**config.mk**
```make
export PLATFORM = sky130hd
export DESIGN_NAME = wb_bus_arb_flat
export DESIGN_NICKNAME = d
export VERILOG_FILES = /design/src/rtl/wb_bus_arb_if.sv /design/src/rtl/wb_bus_arb.sv /design/src/flat_wrapper.sv
export SDC_FILE = /design/constraint.sdc
export NUM_CORES = 1
export LEC_CHECK = 0
export ABC_AREA = 1
export BUFFER_PORTS_ARGS = -buffer_cell sky130_fd_sc_hd__buf_2
export CAP_MARGIN = 20
export CORE_AREA = 2 2 121 123
export CTS_CLUSTER_DIAMETER = 50
export DETAILED_ROUTE_END_ITERATION = 12
export DIE_AREA = 0 0 123 125
export GPL_TIMING_DRIVEN = 0
export SLEW_MARGIN = 40
export SYNTH_ARGS = -nofsm -noshare
export SYNTH_HDL_FRONTEND = slang
export SYNTH_SLANG_ARGS = --single-unit
```
**constraint.sdc**
```tcl
create_clock -name clk -period 3.5 [get_ports clk]
set_input_delay 0.175 -clock clk [delete_from_list [all_inputs] [get_ports clk]]
set_output_delay 0.175 -clock clk [all_outputs]
set_load 0.01 [all_outputs]
```
**src/rtl/wb_bus_arb_if.sv**
```systemverilog
// rtl/wb_bus_arb_if.sv - Wishbone-classic cyc/ack bus bundle (no stb) shared by masters and slave.
interface wb_bus_arb_if #(
   parameter int AW = 32,
   parameter int DW = 32
);
   logic            cyc;
   logic            we;
   logic [AW-1:0]   adr;
   logic [DW-1:0]   dat;
   logic [DW/8-1:0] sel;
   logic [DW-1:0]   rdt;
   logic            ack;

   modport master (output cyc, we, adr, dat, sel, input rdt, ack);
   modport slave  (input cyc, we, adr, dat, sel, output rdt, ack);
endinterface

```
**src/rtl/wb_bus_arb.sv**
```systemverilog
// rtl/wb_bus_arb.sv - Two-master round-robin Wishbone-classic arbiter with transaction lock and bus watchdog.
module wb_bus_arb #(
   parameter int AW      = 32,
   parameter int DW      = 32,
   parameter int TIMEOUT = 64
) (
   input  logic               clk,
   input  logic               rst,
   wb_bus_arb_if.slave        a_bus,
   wb_bus_arb_if.slave        b_bus,
   wb_bus_arb_if.master       s_bus,
   output logic [1:0]         grant_o,
   output logic               err_o
);
   localparam int CW   = (TIMEOUT > 1) ? $clog2(TIMEOUT) : 1;
   localparam int TLIM = (TIMEOUT > 0) ? TIMEOUT - 1 : 0;
   localparam logic [CW-1:0] TLIM_C = CW'(TLIM);

   typedef enum logic [1:0] {IDLE = 2'd0, GNT_A = 2'd1, GNT_B = 2'd2} state_t;

   state_t        state_q, state_d;
   logic          last_b_q, last_b_d;
   logic [CW-1:0] cnt_q, cnt_d;
   logic          err_q, err_d;
   logic          x_cyc;
   logic          timeout;

   always_ff @(posedge clk or posedge rst) begin
      if (rst) begin
         state_q  <= IDLE;
         last_b_q <= 1'b1;
         cnt_q    <= '0;
         err_q    <= 1'b0;
      end else begin
         state_q  <= state_d;
         last_b_q <= last_b_d;
         cnt_q    <= cnt_d;
         err_q    <= err_d;
      end
   end

   // A forced ack only fires for a master still holding cyc; a dropped cyc is an abort.
   always_comb begin
      x_cyc   = 1'b0;
      if (state_q == GNT_A) x_cyc = a_bus.cyc;
      if (state_q == GNT_B) x_cyc = b_bus.cyc;
      timeout = (TIMEOUT > 0) && (state_q != IDLE) && x_cyc && !s_bus.ack && (cnt_q == TLIM_C);
   end

   always_comb begin
      state_d  = state_q;
      last_b_d = last_b_q;
      cnt_d    = cnt_q;
      err_d    = err_q;
      case (state_q)
         IDLE: begin
            cnt_d = '0;
            if (a_bus.cyc && (!b_bus.cyc || last_b_q)) state_d = GNT_A;
            else if (b_bus.cyc)                        state_d = GNT_B;
         end
         GNT_A, GNT_B: begin
            if (!x_cyc || s_bus.ack || timeout) begin
               state_d  = IDLE;
               last_b_d = (state_q == GNT_B);
               err_d    = err_q | timeout;
            end else begin
               cnt_d = cnt_q + 1'b1;
            end
         end
         default: state_d = IDLE;
      endcase
   end

   always_comb begin
      grant_o   = 2'b00;
      s_bus.cyc = 1'b0;
      s_bus.we  = 1'b0;
      s_bus.adr = '0;
      s_bus.dat = '0;
      s_bus.sel = '0;
      a_bus.ack = 1'b0;
      b_bus.ack = 1'b0;
      a_bus.rdt = s_bus.rdt;
      b_bus.rdt = s_bus.rdt;
      case (state_q)
         GNT_A: begin
            grant_o   = 2'b01;
            s_bus.cyc = a_bus.cyc;
            s_bus.we  = a_bus.we;
            s_bus.adr = a_bus.adr;
            s_bus.dat = a_bus.dat;
            s_bus.sel = a_bus.sel;
            a_bus.ack = s_bus.ack | timeout;
            if (timeout) a_bus.rdt = '1;
         end
         GNT_B: begin
            grant_o   = 2'b10;
            s_bus.cyc = b_bus.cyc;
            s_bus.we  = b_bus.we;
            s_bus.adr = b_bus.adr;
            s_bus.dat = b_bus.dat;
            s_bus.sel = b_bus.sel;
            b_bus.ack = s_bus.ack | timeout;
            if (timeout) b_bus.rdt = '1;
         end
         default: ;
      endcase
   end

   assign err_o = err_q;
endmodule

```
**src/flat_wrapper.sv**
```systemverilog
// flat-port wrapper written by rule: the top's interface ports become plain ports
module wb_bus_arb_flat 
#(
   parameter int AW      = 32,
   parameter int DW      = 32,
   parameter int TIMEOUT = 64
)
  (clk, rst, grant_o, err_o, a_bus_cyc, a_bus_we, a_bus_adr, a_bus_dat, a_bus_sel, a_bus_rdt, a_bus_ack, b_bus_cyc, b_bus_we, b_bus_adr, b_bus_dat, b_bus_sel, b_bus_rdt, b_bus_ack, s_bus_cyc, s_bus_we, s_bus_adr, s_bus_dat, s_bus_sel, s_bus_rdt, s_bus_ack);
  wb_bus_arb_if #(.AW(AW), .DW(DW)) a_bus_i ();
  wb_bus_arb_if #(.AW(AW), .DW(DW)) b_bus_i ();
  wb_bus_arb_if #(.AW(AW), .DW(DW)) s_bus_i ();
  input  logic clk;
  input  logic rst;
  output logic [1:0] grant_o;
  output logic err_o;
  input wire logic [$bits(a_bus_i.cyc)-1:0] a_bus_cyc;
  input wire logic [$bits(a_bus_i.we)-1:0] a_bus_we;
  input wire logic [$bits(a_bus_i.adr)-1:0] a_bus_adr;
  input wire logic [$bits(a_bus_i.dat)-1:0] a_bus_dat;
  input wire logic [$bits(a_bus_i.sel)-1:0] a_bus_sel;
  output wire logic [$bits(a_bus_i.rdt)-1:0] a_bus_rdt;
  output wire logic [$bits(a_bus_i.ack)-1:0] a_bus_ack;
  input wire logic [$bits(b_bus_i.cyc)-1:0] b_bus_cyc;
  input wire logic [$bits(b_bus_i.we)-1:0] b_bus_we;
  input wire logic [$bits(b_bus_i.adr)-1:0] b_bus_adr;
  input wire logic [$bits(b_bus_i.dat)-1:0] b_bus_dat;
  input wire logic [$bits(b_bus_i.sel)-1:0] b_bus_sel;
  output wire logic [$bits(b_bus_i.rdt)-1:0] b_bus_rdt;
  output wire logic [$bits(b_bus_i.ack)-1:0] b_bus_ack;
  output wire logic [$bits(s_bus_i.cyc)-1:0] s_bus_cyc;
  output wire logic [$bits(s_bus_i.we)-1:0] s_bus_we;
  output wire logic [$bits(s_bus_i.adr)-1:0] s_bus_adr;
  output wire logic [$bits(s_bus_i.dat)-1:0] s_bus_dat;
  output wire logic [$bits(s_bus_i.sel)-1:0] s_bus_sel;
  input wire logic [$bits(s_bus_i.rdt)-1:0] s_bus_rdt;
  input wire logic [$bits(s_bus_i.ack)-1:0] s_bus_ack;
  assign a_bus_i.cyc = a_bus_cyc;
  assign a_bus_i.we = a_bus_we;
  assign a_bus_i.adr = a_bus_adr;
  assign a_bus_i.dat = a_bus_dat;
  assign a_bus_i.sel = a_bus_sel;
  assign a_bus_rdt = a_bus_i.rdt;
  assign a_bus_ack = a_bus_i.ack;
  assign b_bus_i.cyc = b_bus_cyc;
  assign b_bus_i.we = b_bus_we;
  assign b_bus_i.adr = b_bus_adr;
  assign b_bus_i.dat = b_bus_dat;
  assign b_bus_i.sel = b_bus_sel;
  assign b_bus_rdt = b_bus_i.rdt;
  assign b_bus_ack = b_bus_i.ack;
  assign s_bus_cyc = s_bus_i.cyc;
  assign s_bus_we = s_bus_i.we;
  assign s_bus_adr = s_bus_i.adr;
  assign s_bus_dat = s_bus_i.dat;
  assign s_bus_sel = s_bus_i.sel;
  assign s_bus_i.rdt = s_bus_rdt;
  assign s_bus_i.ack = s_bus_ack;
  wb_bus_arb #(.AW(AW), .DW(DW), .TIMEOUT(TIMEOUT)) u_core (.clk(clk), .rst(rst), .a_bus(a_bus_i), .b_bus(b_bus_i), .s_bus(s_bus_i), .grant_o(grant_o), .err_o(err_o));
endmodule
```
; Word-level counts from Yosys, hierarchy flattened
; Index checks and enable logic that the tools add are counted.
[op_classes]
mux = 19
n_addsub = 1
div = 0
n_reduce_logical = 17
n_lt_le_gt_ge = 0
shift = 0
multipliers = 0
bitwise_logic = 2
n_eq_ne = 6
[op_table]
columns = operator, count
row1 = 32-bit case mux with 2 select lines, 2
row2 = 32-bit two-way mux, 3
row3 = 6-bit case mux with 2 select lines, 1
row4 = 2-bit case mux with 2 select lines, 2
row5 = 4-bit case mux with 2 select lines, 1
row6 = 6-bit by 1-bit adder with 6-bit output (second input constant), 1
row7 = 6-bit equality test (second input constant), 1
row8 = 2-bit two-way mux, 3
row9 = 6-bit two-way mux, 1
row10 = 2-bit AND reduction, 3
row11 = 1-bit logical AND, 4
row12 = 1-bit two-way mux, 4
row13 = 1-bit case mux with 2 select lines, 2
row14 = 2-bit nonzero test, 2
row15 = 1-bit zero test, 3
row16 = 1-bit logical OR, 3
row17 = 3-bit by 2-bit != test with 1-bit output (second input constant), 1
row18 = 2-bit by 1-bit equality test with 1-bit output (second input constant), 1
row19 = 2-bit equality test (second input constant), 1
row20 = 2-bit zero test, 1
row21 = 2-bit by 1-bit != test with 1-bit output (second input constant), 1
row22 = 2-bit != test (second input constant), 1
row23 = 1-bit bitwise OR, 2
row24 = 2-bit OR reduction, 1
[totals]
mem_bits_rw = 0
out_inout_bits = 139
mem_count = 0
input_bits = 175
latch_bits = 0
mem_bits_ro = 0
register_bits = 10

; Depth between registers and ports, before layout
[depth]
word_depth = 9
ltp_mapped = 11
mapped_depth_nobuf = 10

; Least setup slack after synthesis
; No wires, ideal clock.
[synth_timing]
path_kind = reg-to-output
start = register u_core.state_q[0]
end = output s_bus_adr[0]
t_required_ns = 3.325
arrival_time_ns = 1.495
setup_slack_ns = 1.830
n_path_buf = 2
path_stages_with_launch = 7
cell_sequence = dfrtp_1 -> inv_1 -> ha_1 -> buf_2 -> clkbuf_1 -> nand2_1 -> a21oi_1
[synth_via]
elab_chain_cells = 2
elab_cells_between_ends = 3
cone_classes = eq/ne (2) / mux (1)
[synth_rtl]
columns = item, line_no
row1 = start: declaration, wb_bus_arb.sv:21  ; state_t state_q, state_d;
row2 = start signal: assignment, wb_bus_arb.sv:35  ; state_q <= state_d;
row3 = 2-bit equality test / 2-bit by 1-bit equality test with 1-bit output (equally long branches), wb_bus_arb.sv:85  ; case (state_q)
row4 = 32-bit case mux with 2 select lines *, wb_bus_arb.sv:85
row5 = end: declaration, flat_wrapper.sv:32  ; output wire logic [$bits(s_bus_i.adr)-1:0] s_bus_adr;
; Mark *: on every way between the ends. The rest lies on a longest branch, timed or not.

; Final worst setup path
[layout_timing]
start = register u_core.state_q[0]
end = output s_bus_dat[9]
[layout_via]
elab_chain_cells = 2
elab_cells_between_ends = 3
cone_classes = eq/ne (2) / mux (1)
[layout_rtl]
columns = item, line_no
row1 = 2-bit equality test / 2-bit by 1-bit equality test with 1-bit output (equally long branches), wb_bus_arb.sv:85
row2 = 32-bit case mux with 2 select lines *, wb_bus_arb.sv:85
row3 = end: declaration, flat_wrapper.sv:33  ; output wire logic [$bits(s_bus_i.dat)-1:0] s_bus_dat;
; Marked as above.

==> impl_metrics.sql <==
INSERT INTO impl_metrics (metric_group, metric, value, unit) VALUES
('outcome', 'status', 'complete, no violations', ''),
('synthesis', 'synthesized_area_fraction_occupied_by_xor_and_xnor_cells', '0.00827', ''),
('pwr', 'pwr-share-comb', '0.824', ''),
('global_routing', 'globalRouteMet3Util', '0.00821', ''),
('routing', 'vias_per_cell', '4.07', ''),
('placement', 'detailedPlace.worstSlack', '1290', 'ps'),
('timing', 'rsz0062_at_grt', 'no', ''),
('die', 'die_h', '125', 'um'),
('worst_setup_path', 'worstSetupPathDepth', '7', ''),
('clock_tree', 'ctsHtreeMaxLevel', '1', ''),
('timing', 'period_minus_slack', '2380', 'ps'),
('worst_setup_path', 'cp-end-kind', 'output pin', ''),
('pwr', 'post-layout-total-power', '2.19', 'mW'),
('finish', 'multi_input_area', '1530', 'um^2'),
('global_routing', 'globalRoute.busiestLayer', 'met2', ''),
('synthesis', 'post_synth_num_cell_types', '30', ''),
('pwr', 'swShare', '0.597', ''),
('synthesis', 'synth_simple_gate_area_frac', '0.495', ''),
('worst_setup_path', 'worst-path-buf-inv', '5', ''),
('timing', 'period_utilisation_layout', '0.679', ''),
('synthesis', 'ys_async_sr_fraction', '1.00', ''),
('synthesis', 'synth_adder_area_share', '0.0296', ''),
('worst_setup_path', 'timing.critical_path.cells', 'inv_1 -> ha_1 -> buf_2 -> inv_2 -> clkbuf_1 -> a21oi_1 -> buf_2', ''),
('run', 'maxCapViolCount', '0', ''),
('clock_tree', 'clock_latency_on_the_worst_skew_pair', '240', 'ps'),
('worst_setup_path', 'crit_slowest_cell', 'sky130_fd_sc_hd__clkbuf_1', ''),
('timing', 'clock_skew', '2.14', 'ps'),
('finish', 'regArea', '251', 'um^2'),
('timing', 'transition_at_the_pin_with_the_smallest_max_transition_slack', '714', 'ps'),
('finish', 'syn_to_final_growth', '89.5', '%'),
('pwr', 'power.leakage', '2.51', 'nW'),
('finish', 'finish.instance_area', '4010', 'um^2'),
('synthesis', 'syn_nets', '599', ''),
('pwr', 'peakVddDrop', '0.295', 'mV'),
('global_routing', 'first_pass_grt_wire_length', '16.2', 'mm'),
('die', 'rows', '44', ''),
('routing', 'detail_route.first_pass.iterations', '4', ''),
('synthesis', 'syn_avg_cell_area', '5.05', 'um^2'),
('worst_setup_path', 'critPathTopFamily', 'buffers and inverters', ''),
('clock_tree', 'ctsRootBufferMaster', 'sky130_fd_sc_hd__clkbuf_16', ''),
('timing', 'totalNegativeSetupSlack', '0', 'ps'),
('placement', 'placement.cell_area', '3910', 'um^2'),
('clock_tree', 'cts_buffers', '3', ''),
('min_path', 'hold_path_class', 'input port to register', ''),
('timing', 'maxClockFrequency', '421', 'MHz'),
('pwr', 'power.density_cell_area', '545', 'nW/um^2'),
('die', 'core_region_area', '14200', 'um^2'),
('synthesis', 'synth-edff-count', '0', ''),
('die', 'initial_utilization', '0.149', ''),
('timing', 'timing.max_slew.rel_slack', '0.524', ''),
('global_routing', 'groute.layer.met2.usage', '0.244', ''),
('placement', 'detailedPlacementHpwl', '9.56', 'mm'),
('routing', 'drt-initial-drc-count', '150', ''),
('worst_setup_path', 'crit_path_start_kind', 'register', ''),
('worst_setup_path', 'critPathMostFrequentCell', 'sky130_fd_sc_hd__buf_2', ''),
('placement', 'place.port_buffers', '313', ''),
('die', 'die_outline_area', '15400', 'um^2'),
('worst_setup_path', 'crit_end', 's_bus_dat[9]', ''),
('worst_setup_path', 'worstPathArrival', '2200', 'ps'),
('routing', 'drt-wirelength-per-cell', '12.4', 'um'),
('clock_tree', 'cts.repair.resized', '0', ''),
('synthesis', 'syn-instance-count', '419', ''),
('pwr', 'netSwitchingPower', '1.31', 'mW'),
('synthesis', 'ys_ff_latch', '10', ''),
('die', 'die_width', '123', 'um'),
('timing', 'report.final.slew_viol_count', '0', ''),
('finish', 'diodes', '0', ''),
('pwr', 'relative_contribution_of_the_clock_network_to_total_power', '0.105', ''),
('timing', 'timing_hold_violations_final', '0', ''),
('worst_setup_path', 'crit-reg2reg-launch', 'u_core.state_q[1]', ''),
('clock_tree', 'clkSinkCount', '10', '');
## metal layers
| layer | wire, um | vias to the layer above |
|---|---|---|
| met4 | 65 | 0 |
| met1 | 4890 | 1620 |
| li1 | - | 1928 |
| met3 | 803 | 6 |
| met5 | 0 | - |
| met2 | 5700 | 191 |
## state kept, by name, indices dropped and copies added, names as in the netlist
signal,count
u_core.cnt_q,6
u_core.last_b_q,1
u_core.err_o,1
u_core.state_q,2
## placed cells by master, fill, tap and decap left out, types with 2 or more instances in the layout
master / synthesis / routed
sky130_fd_sc_hd__dfrtp_1: 9 / 9
sky130_fd_sc_hd__nand4_1: 3 / 3
sky130_fd_sc_hd__clkbuf_1: 17 / 17
sky130_fd_sc_hd__xor2_1: 2 / 2
sky130_fd_sc_hd__clkbuf_16: 0 / 3
sky130_fd_sc_hd__buf_2: 3 / 316
sky130_fd_sc_hd__nand3_1: 11 / 11
sky130_fd_sc_hd__inv_2: 2 / 2
sky130_fd_sc_hd__inv_1: 44 / 44
sky130_fd_sc_hd__nand2_2: 3 / 3
sky130_fd_sc_hd__nand3b_1: 2 / 2
sky130_fd_sc_hd__nor2_1: 3 / 3
sky130_fd_sc_hd__ha_1: 5 / 5
sky130_fd_sc_hd__buf_1: 3 / 3
sky130_fd_sc_hd__buf_6: 6 / 6
sky130_fd_sc_hd__a21oi_1: 70 / 70
sky130_fd_sc_hd__nand2_1: 221 / 221
sky130_fd_sc_hd__nand4_4: 2 / 2
## how the worst min path moves through the flow
stage                   endpoint      start  slack, ps  cells past startpoint
3_3_place_gp     u_core.cnt_q[3]        rst        180                      2
4_1_cts        u_core.state_q[1]  b_bus_cyc        220                      3
3_5_place_dp     u_core.cnt_q[1]        rst        190                      2
5_1_grt        u_core.state_q[1]  b_bus_cyc        240                      3
2_1_floorplan    u_core.cnt_q[0]        rst         10                      1
6_report       u_core.state_q[1]  b_bus_cyc        220                      3
## final cells by class
type,instances,share of cell area
plain buffers,30,0.0412
clock buffers,4,0.0221
inverters,46,0.0430
multi-input cells,333,0.381
flip-flops and latches,10,0.0627
well taps,184,0.0574
repair buffers,314,0.393
## cell usage after synthesis, types with 2 or more instances
library cell	count	area, um^2
sky130_fd_sc_hd__nand2_1	221	830
sky130_fd_sc_hd__a21oi_1	70	350
sky130_fd_sc_hd__inv_1	44	165
sky130_fd_sc_hd__clkbuf_1	17	63.8
sky130_fd_sc_hd__nand3_1	11	55.1
sky130_fd_sc_hd__dfrtp_1	9	225
sky130_fd_sc_hd__buf_6	6	67.6
sky130_fd_sc_hd__ha_1	5	62.6
sky130_fd_sc_hd__buf_1	3	11.3
sky130_fd_sc_hd__buf_2	3	15.0
sky130_fd_sc_hd__nand2_2	3	18.8
sky130_fd_sc_hd__nand4_1	3	18.8
sky130_fd_sc_hd__nor2_1	3	11.3
sky130_fd_sc_hd__inv_2	2	7.51
sky130_fd_sc_hd__nand3b_1	2	15.0
sky130_fd_sc_hd__nand4_4	2	42.5
sky130_fd_sc_hd__xor2_1	2	17.5
## power groups by stage
stage / Sequential [mW] / Combinational, mW / Clock (mW)
after global routing: 0.157 / 2.01 / 0.236
final: 0.154 / 1.80 / 0.230
after floorplan: 0.150 / 1.07 / 0
after global placement: 0.154 / 1.82 / 0
after detailed placement: 0.155 / 1.82 / 0
after CTS: 0.154 / 1.83 / 0.231
## worst reg2reg max path, cell delays in order, from the launching register on
cell                      delay [ps]
sky130_fd_sc_hd__dfrtp_1         400
sky130_fd_sc_hd__inv_1           110
sky130_fd_sc_hd__ha_1            150
sky130_fd_sc_hd__buf_4           200
sky130_fd_sc_hd__nand2_2          90
sky130_fd_sc_hd__nand2_2          80
sky130_fd_sc_hd__nand3_4          80
sky130_fd_sc_hd__a21oi_4         270
sky130_fd_sc_hd__nand2_4         150
sky130_fd_sc_hd__nand3_1         100
sky130_fd_sc_hd__nand2_1          60
## kinds of logic after synthesis
logic type	count (synthesis)
and+or+nand+nor	250
DFF	10
xor gates and xnor gates	2
adders and majority gates	5
buffers and inverters	76
AOI/OAI and AO/OA	76
## repair_timing
| item | 4_1_cts | 5_1_grt |
|---|---|---|
| hold endpoints to repair | 9 | 0 |
| hold buffers | 1 | 0 |
| endpoints found under the setup margin | 0 | 0 |
| buffers inserted | 0 | 0 |
## per-stage QoR
stage | hold slack, ps | instances
detailed placement | 189 | 916
finish | 216 | 921
CTS | 218 | 921
global route | 238 | 921
global placement | 179 | 916
floorplan | 14.5 | 419
(Power assumes the default switching activity.)
